==> config.mk <==
export PLATFORM = sky130hd
export DESIGN_NAME = button_event_arbiter
export DESIGN_NICKNAME = d
export VERILOG_FILES = /design/src/rtl/button_event_arbiter.sv
export SDC_FILE = /design/constraint.sdc
export NUM_CORES = 1
export LEC_CHECK = 0
export BUFFER_PORTS_ARGS = -buffer_cell sky130_fd_sc_hd__buf_2
export CORE_ASPECT_RATIO = 1.2
export CORE_MARGIN = 3
export CORE_UTILIZATION = 60
export CTS_BUF_LIST = sky130_fd_sc_hd__clkbuf_4
export CTS_CLUSTER_SIZE = 28
export DETAILED_ROUTE_END_ITERATION = 6
export MAX_ROUTING_LAYER = met4
export PLACE_DENSITY = 0.81
export SYNTH_ARGS = -nofsm -noshare
export SYNTH_HDL_FRONTEND = slang
export SYNTH_SLANG_ARGS = --single-unit
==> constraint.sdc <==
create_clock -name clk -period 6.5 [get_ports clk]
set_input_delay 0.65 -clock clk [delete_from_list [all_inputs] [get_ports clk]]
set_output_delay 0.65 -clock clk [all_outputs]
set_load 0.02 [all_outputs]
==> src/rtl/button_event_arbiter.sv <==
// Merges debounced button press pulses into one ordered event stream:
// per-bit sync + rising-edge detect, pending latch, round-robin grant, small FIFO.
module button_event_arbiter #(
  parameter int N_BUTTONS  = 4,
  parameter int FIFO_DEPTH = 4,
  parameter int IDX_W      = 2
) (
  input  logic                 clk,
  input  logic                 rst_n,
  input  logic [N_BUTTONS-1:0] btn_pulse,
  output logic                 evt_valid,
  input  logic                 evt_ready,
  output logic [IDX_W-1:0]     evt_idx,
  output logic [N_BUTTONS-1:0] pending,
  output logic                 overflow,
  input  logic                 clr_overflow
);

  localparam int PTR_W = $clog2(FIFO_DEPTH);
  localparam int CNT_W = PTR_W + 1;

  logic [N_BUTTONS-1:0] s1_reg, s2_reg, s3_reg;
  logic [N_BUTTONS-1:0] rise, grant_vec, lost;
  logic [IDX_W-1:0]     rr_ptr_reg;
  logic [IDX_W-1:0]     mem [FIFO_DEPTH];
  logic [PTR_W-1:0]     wr_ptr_reg, rd_ptr_reg, rd_ptr_inc;
  logic [CNT_W-1:0]     count_reg, count_next;
  logic                 grant_valid, pop;
  logic [IDX_W-1:0]     grant_idx;

  genvar gi;
  generate
    for (gi = 0; gi < N_BUTTONS; gi++) begin : g_bit
      assign rise[gi]      = s2_reg[gi] & ~s3_reg[gi];
      assign grant_vec[gi] = grant_valid && (grant_idx == IDX_W'(gi));
      assign lost[gi]      = rise[gi] & pending[gi] & ~grant_vec[gi];
    end
  endgenerate

  assign pop        = evt_valid && evt_ready;
  assign rd_ptr_inc = rd_ptr_reg + PTR_W'(1);

  // Walk the search order backwards so the first candidate after rr_ptr wins.
  always_comb begin
    int j;
    j           = 0;
    grant_valid = 1'b0;
    grant_idx   = '0;
    if (count_reg < CNT_W'(FIFO_DEPTH)) begin
      for (int k = N_BUTTONS; k >= 1; k--) begin
        j = int'(rr_ptr_reg) + k;
        if (j >= N_BUTTONS) j = j - N_BUTTONS;
        if (pending[j]) begin
          grant_valid = 1'b1;
          grant_idx   = IDX_W'(j);
        end
      end
    end
  end

  always_comb begin
    count_next = count_reg;
    case ({grant_valid, pop})
      2'b10:   count_next = count_reg + CNT_W'(1);
      2'b01:   count_next = count_reg - CNT_W'(1);
      default: count_next = count_reg;
    endcase
  end

  always_ff @(posedge clk) begin
    if (grant_valid) mem[wr_ptr_reg] <= grant_idx;
  end

  always_ff @(posedge clk) begin
    if (!rst_n) begin
      s1_reg     <= '0;
      s2_reg     <= '0;
      s3_reg     <= '0;
      pending    <= '0;
      overflow   <= 1'b0;
      rr_ptr_reg <= IDX_W'(N_BUTTONS - 1);
      wr_ptr_reg <= '0;
      rd_ptr_reg <= '0;
      count_reg  <= '0;
      evt_valid  <= 1'b0;
      evt_idx    <= '0;
    end else begin
      s1_reg    <= btn_pulse;
      s2_reg    <= s1_reg;
      s3_reg    <= s2_reg;
      pending   <= (pending & ~grant_vec) | rise;
      if (|lost)             overflow <= 1'b1;
      else if (clr_overflow) overflow <= 1'b0;
      if (grant_valid) begin
        wr_ptr_reg <= wr_ptr_reg + PTR_W'(1);
        rr_ptr_reg <= grant_idx;
      end
      if (pop) rd_ptr_reg <= rd_ptr_inc;
      count_reg <= count_next;
      evt_valid <= (count_next != '0);
      // Track the next head; an empty FIFO keeps the last index shown.
      if (pop) begin
        if (count_reg > CNT_W'(1)) evt_idx <= mem[rd_ptr_inc];
        else if (grant_valid)      evt_idx <= grant_idx;
      end else if (count_reg == '0 && grant_valid) begin
        evt_idx <= grant_idx;
      end
    end
  end

endmodule

After elaboration in Yosys (flattened, before gate mapping)
Memory sizes are Yosys's and may differ from the RTL's.
Index checks and enable logic that the tools add are counted.
- $add $sub $neg: 12
- muxes and demuxes: 39
- equal/unequal tests: 6
- reduce and logical (&&, ||, !) cells: 13
- order comparisons: 10
- bitwise gates (word level): 23
- operator list (cell ; count):
    32-bit 2-to-1 mux ; 8
    32-bit by 4-bit less-than comparator with 1-bit output, second input constant ; 4
    2-bit 2-to-1 mux ; 9
    1-bit 2-to-1 mux ; 17
    1-bit AND ; 12
    3-bit by 3-bit subtractor with 4-bit output, second input constant ; 3
    3-bit >= comparator, second input constant ; 3
    1-bit binary-select mux with 2-bit select ; 4
    1-bit NOT ; 8
    2-bit by 2-bit adder with 3-bit output, second input constant ; 2
    2-bit equality test, second input constant ; 3
    1-bit logical AND ; 6
    3-bit one-hot mux with 2 select lines ; 1
    4-bit by 3-bit subtractor with 5-bit output, second input constant ; 1
    2-bit by 1-bit adder with 2-bit output, second input constant ; 2
    2-bit by 3-bit adder with 4-bit output, second input constant ; 1
    4-bit AND ; 1
    2-bit by 1-bit equality test with 1-bit output, second input constant ; 2
    4-bit by 3-bit >= comparator with 1-bit output, second input constant ; 1
    4-bit NOT ; 1
    4-bit bitwise OR ; 1
    2-bit nonzero test ; 2
    4-bit OR reduction ; 1
    2-bit by 1-bit adder with 3-bit output, second input constant ; 1
    9 further kinds ; 9
- logic and storage cells: 115
- output and inout port bits: 8
- input port bits: 8
- bits in writable memories: 8
- register bits after elaboration: 29
- memories kept: 1
- memory list (name ; depth ; bits a word ; rd ports ; clocked after Yosys merged registers in ; write ports ; line ; source):
    mem ; 4 ; 2 ; 1 ; 0 ; 1 ; 25 ; logic [IDX_W-1:0] mem [FIFO_DEPTH];

Longest topological paths before layout
- word-level depth: 18
- mapped depth: 9
- gate-level depth less buffers: 8

Least setup slack after synthesis
OpenSTA, ideal clock, no wires.
- path type: register to register
- start point: register pending[1]
- end point: register evt_valid
- cell stages (with the launch flop): 10
- arrival time: 2.601 ns
- buffers on the path: 1
- path slack: 3.772 ns
- path through: dfxtp_1 > buf_2 > or4_4 > nand2_1 > inv_1 > ha_1 > and2b_2 > or4_1 > and3_4 > or3_1
- word-level cells in the longest chain between the ends: 11
- elaborated cells between the ends (all ways): 21
- classes of those cells: eq/ne (2); mux (18); reduce/logical (1)
- RTL lines (what ; line ; source):
    start, declared ; 14 ; output logic [N_BUTTONS-1:0] pending,
    start signal, assigned ; 91 ; pending <= (pending & ~grant_vec) | rise;
    1-bit binary-select mux with 2-bit select ; 53 ; if (pending[j]) begin
    1-bit 2-to-1 mux (implied by the code) (2 in series) ; 53 ;
    1-bit 2-to-1 mux (3 in series) ; 53 ;
    1-bit 2-to-1 mux (*) ; 53 ;
    1-bit 2-to-1 mux (*) ; 49 ; if (count_reg < CNT_W'(FIFO_DEPTH)) begin
    named net grant_valid ; 28 ; logic grant_valid, pop;
    2-bit by 1-bit equality test with 1-bit output or 2-bit equality test (tied branches) ; 63 ; case ({grant_valid, pop})
    3-bit one-hot mux with 2 select lines (*) ; 63 ;
    3-bit nonzero test (*) ; 100 ; evt_valid <= (count_next != '0);
    end signal, assigned ; 100 ;
    end, declared ; 11 ; output logic evt_valid,
The timed path passes the listed nets; every way through them passes the cells marked *. The select of a mux whose other input is x is not followed.
A chain may end at the register's enable or synchronous reset.

Final worst setup path
- start point: register pending[3]
- end point: register evt_valid
The elaborated chain is that of the path after synthesis.

==> reports/qor.tcl <==
set qor(placement.cell_area_um2) 1750
set qor(synth.largest_area_cell) {sky130_fd_sc_hd__dfxtp_1}
set qor(h-tree-depth) 2
set qor(die_height_um) 63.4
set qor(layout.filler_cells) 187
set qor(die_width_um) 53.8
set qor(count_of_hold_fix_buffers_inserted_at_cts) 0
set qor(sequential_power_share_pct) 53.4
set qor(dp_worst_setup_slack_ns) 3.71
set qor(critical_path_fanout_max) 9
set qor(maxSlewHeadroom_pct) 69.3
set qor(cp-end-kind) {register}
set qor(multi_input_area_um2) 768
set qor(timing.final.setup_violations) 0
set qor(rsz0062_at_grt) {no}
set qor(min_path_type) {register to register}
set qor(critical-path-slowest-cell) {sky130_fd_sc_hd__or4_4}
set qor(drt_first_pass_iters) 4
set qor(largest-register) {mem}
set qor(outcome) {complete, no violations}
set qor(synth_sequential_area_ratio_pct) 49.8
set qor(tritoncts_clock_tree) {yes}
set qor(detailroute.via_count) 1192
set qor(clock_net_sink_count) 37
set qor(post_synth_and_or_nand_nor_area_fraction_pct) 19.3
set qor(clk_transition_reported_paths_ns) 0.12
set qor(fin_area_um2) 1800
set qor(synthMostInstantiatedCell) {sky130_fd_sc_hd__dfxtp_1}
set qor(tritoncts.num_buffers) 5
set qor(yosys_register_bits) 37
set qor(synth_top_area_share_pct) 35.2
set qor(first_pass_grt_wire_length_mm) 5.26
set qor(gr-usage-all-layers_pct) 21.8
set qor(synth_top_family_by_area) {simple AND/OR/NAND/NOR gates}
set qor(synth-warning-count) 0
set qor(synth_cell_type_count) 41
set qor(synth_area_per_cell_um2) 10.3
set qor(finalNetCount) 195
set qor(ctsRootBufferMaster) {sky130_fd_sc_hd__clkbuf_4}
set qor(violation_count_after_the_first_detailed_route_iteration) 34
set qor(finalSetupTns_ns) 0
set qor(synthArstFlopShare_pct) 0
set qor(detailedPlacementHpwl_mm) 2.29
set qor(seqCellArea_um2) 821
set qor(antenna_violating_nets_post_route) 0
set qor(min_period_ns) 2.82
set qor(synth-xor-area-share_pct) 1.59
set qor(crit_path_start_kind) {register}
set qor(dieArea_um2) 3410
set qor(grt-ovfl-total) 0
set qor(pin_count_of_the_biggest_net_entering_global_routing) 16
set qor(max-vdd-ir-drop_mv) 0.235
set qor(max_freq_ghz) 0.354
set qor(via_count_of_the_first_global_routing_pass) 1206
set qor(muxShareOfSynthArea_pct) 3.95
set qor(worst-slew-pin-transition_ns) 0.459
set qor(timing.final.crit_share_pct) 43.5
set qor(drive_above_1_share_pct) 19.6
set qor(cts-resized-gates) 0
set qor(post_synth_instance_area_um2) 1650
set qor(worst_clock_skew_ns) 0.0123
set qor(p_leak_nw) 0.746
set qor(synth_fa_ha_area_share_pct) 6.83
set qor(hp-start) {s1_reg[2]}
set qor(floorplan.core_area_um2) 2580
set qor(place_congestion) 0.947
set qor(grt_antenna_before_repair) 0
set qor(clockPowerShare_pct) 22.4
set qor(whs_path_depth) 1
set qor(std_cell_rows) 20
set qor(finalHoldViolCount) 0
set qor(worstSetupStartpoint) {pending[3]}
set qor(io-pin-count) 16
set qor(worst_path_setup_slack_after_routing_ns) 3.68
set qor(clock_insertion_delay_worst_skew_ns) 0.35
set qor(viasPerCell) 5.62
set qor(synthesis.nets) 177
set qor(initial_core_util_pct) 63.9
set qor(crit_path_cell_trace) {or4_4 > nand2_1 > inv_1 > ha_1 > and2b_2 > or4_1 > and3_4 > or3_1}
set qor(remaining_drc_errors) 0
set qor(power_per_cell_area_nw_per_um2) 294
set qor(largest_reg_flops) 8
set qor(p_sw_w) 0.000174
set qor(antenna_cells) 0
set qor(cp_slowest_stage_delay_ns) 0.59
set qor(synthCells) 160
set qor(sw_share_pct) 32.8
set qor(synth_enable_flop_cells) 8
set qor(cts_setup_buffers) 0
set qor(max-cap-violations) 0
set qor(yosys-top-cells-count) {sky130_fd_sc_hd__dfxtp_1 (29), sky130_fd_sc_hd__and2_1 (12), sky130_fd_sc_hd__nor2_1 (11)}
set qor(io_buf_count) 15
set qor(worst_r2r_startpoint) {pending[3]}
set qor(reg2reg_depth) 8
set qor(power_report.internal_total_w) 0.000356
set qor(setup.worst_path.class) {register to register}
set qor(flow.area_growth_from_synthesis_pct) 9.34
set qor(routed_wirelength_mm) 3.12
set qor(required_time_of_the_critical_path_ns) 6.74
set qor(ctsLongestPathBuffers) 2
set qor(comb_power_share_pct) 24.2
set qor(worstPathArrival_ns) 3.07
set qor(synthesized_area_fraction_occupied_by_ao_oa_aoi_and_oai_cells_pct) 15.0
set qor(synth-main-ff-cell) {sky130_fd_sc_hd__dfxtp_1}
set qor(route.detailed.wl_per_inst_um) 14.7
set qor(final-max-slew-violation-count) 0
set qor(netlist_top_cells_area) {sky130_fd_sc_hd__dfxtp_1 (35%), sky130_fd_sc_hd__edfxtp_1 (15%), sky130_fd_sc_hd__ha_1 (6.8%)}
-- layout by cell type (no fill, tap or decap), drive strengths merged --
| cell | count |
|---|---|
| a21boi | 1 |
| xor2 | 1 |
| a211o | 2 |
| nand2b | 5 |
| and3 | 6 |
| inv | 11 |
| a31oi | 2 |
| buf | 15 |
| dfxtp | 29 |
| nand2 | 10 |
| o21ai | 7 |
| nor2 | 11 |
| o21a | 2 |
| a311o | 1 |
| o2111ai | 1 |
| a21bo | 2 |
| nor3 | 1 |
| o311ai | 1 |
| mux4 | 2 |
| a21oi | 8 |
| a22oi | 1 |
| a211oi | 5 |
| o211ai | 1 |
| ha | 9 |
| xnor2 | 2 |
| mux2i | 2 |
| a21o | 1 |
| clkbuf | 5 |
| nand3b | 2 |
| or4 | 2 |
| and2 | 12 |
| edfxtp | 8 |
| and2b | 1 |
| o311a | 1 |
| clkinv | 3 |
| nor2b | 4 |
| or3 | 2 |
-- critical path: cells and delay by family (launching register included) --
family	cells	cell delay, ns
adders and majority gates	1	0.24
DFF	1	0.42
buffers and inverters	1	0.10
and+or+nand+nor	6	1.97
-- stage by stage --
stage	total power [W]	utilization (%)	instances	hold slack, ns
2_1_floorplan	0.000377	-	160	0.412
3_3_place_gp	0.000405	67.8	204	0.415
3_5_place_dp	0.000415	67.8	204	0.424
4_1_cts	0.000529	69.9	212	0.451
5_1_grt	0.000558	69.9	212	0.476
6_report	0.000530	69.9	212	0.450
-- per-layer routing --
layer	part of all wire, %	GRT usage, %
met5	0	-
met4	1.8	6.71
met3	4.6	5.91
met2	52	35.5
met1	42	25.7
-- power groups by stage --
stage / clock network (W) / logic, W / registers [W]
2_1_floorplan: 0 / 0.0000871 / 0.000290
3_3_place_gp: 0 / 0.000119 / 0.000286
3_5_place_dp: 0 / 0.000127 / 0.000288
4_1_cts: 0.000118 / 0.000128 / 0.000283
5_1_grt: 0.000127 / 0.000143 / 0.000287
6_report: 0.000119 / 0.000128 / 0.000283
-- path summary, 6_finish.rpt --
path / to / slack, ns
worst max-delay path: evt_valid / 3.68
worst min register to register: s2_reg[2] / 0.45
worst max register to register: evt_valid / 3.68
worst min-delay path: s2_reg[2] / 0.45
-- final cells by class --
class	instances	share of cell area, %
timing repair buffer	15	4.17
clock buffer	5	2.08
inverter	11	2.29
multi-input combinational	108	42.6
sequential	37	45.6
tap	33	2.29
clock inverter	3	0.972
-- kinds of logic after synthesis --
group	count (synthesis)
flops	37
simple gates	56
buf+inv	15
compound gates	36
xor+xnor	3
fa+ha+maj	9
mux	4
No activity file was read; power rests on OpenSTA's default activity.
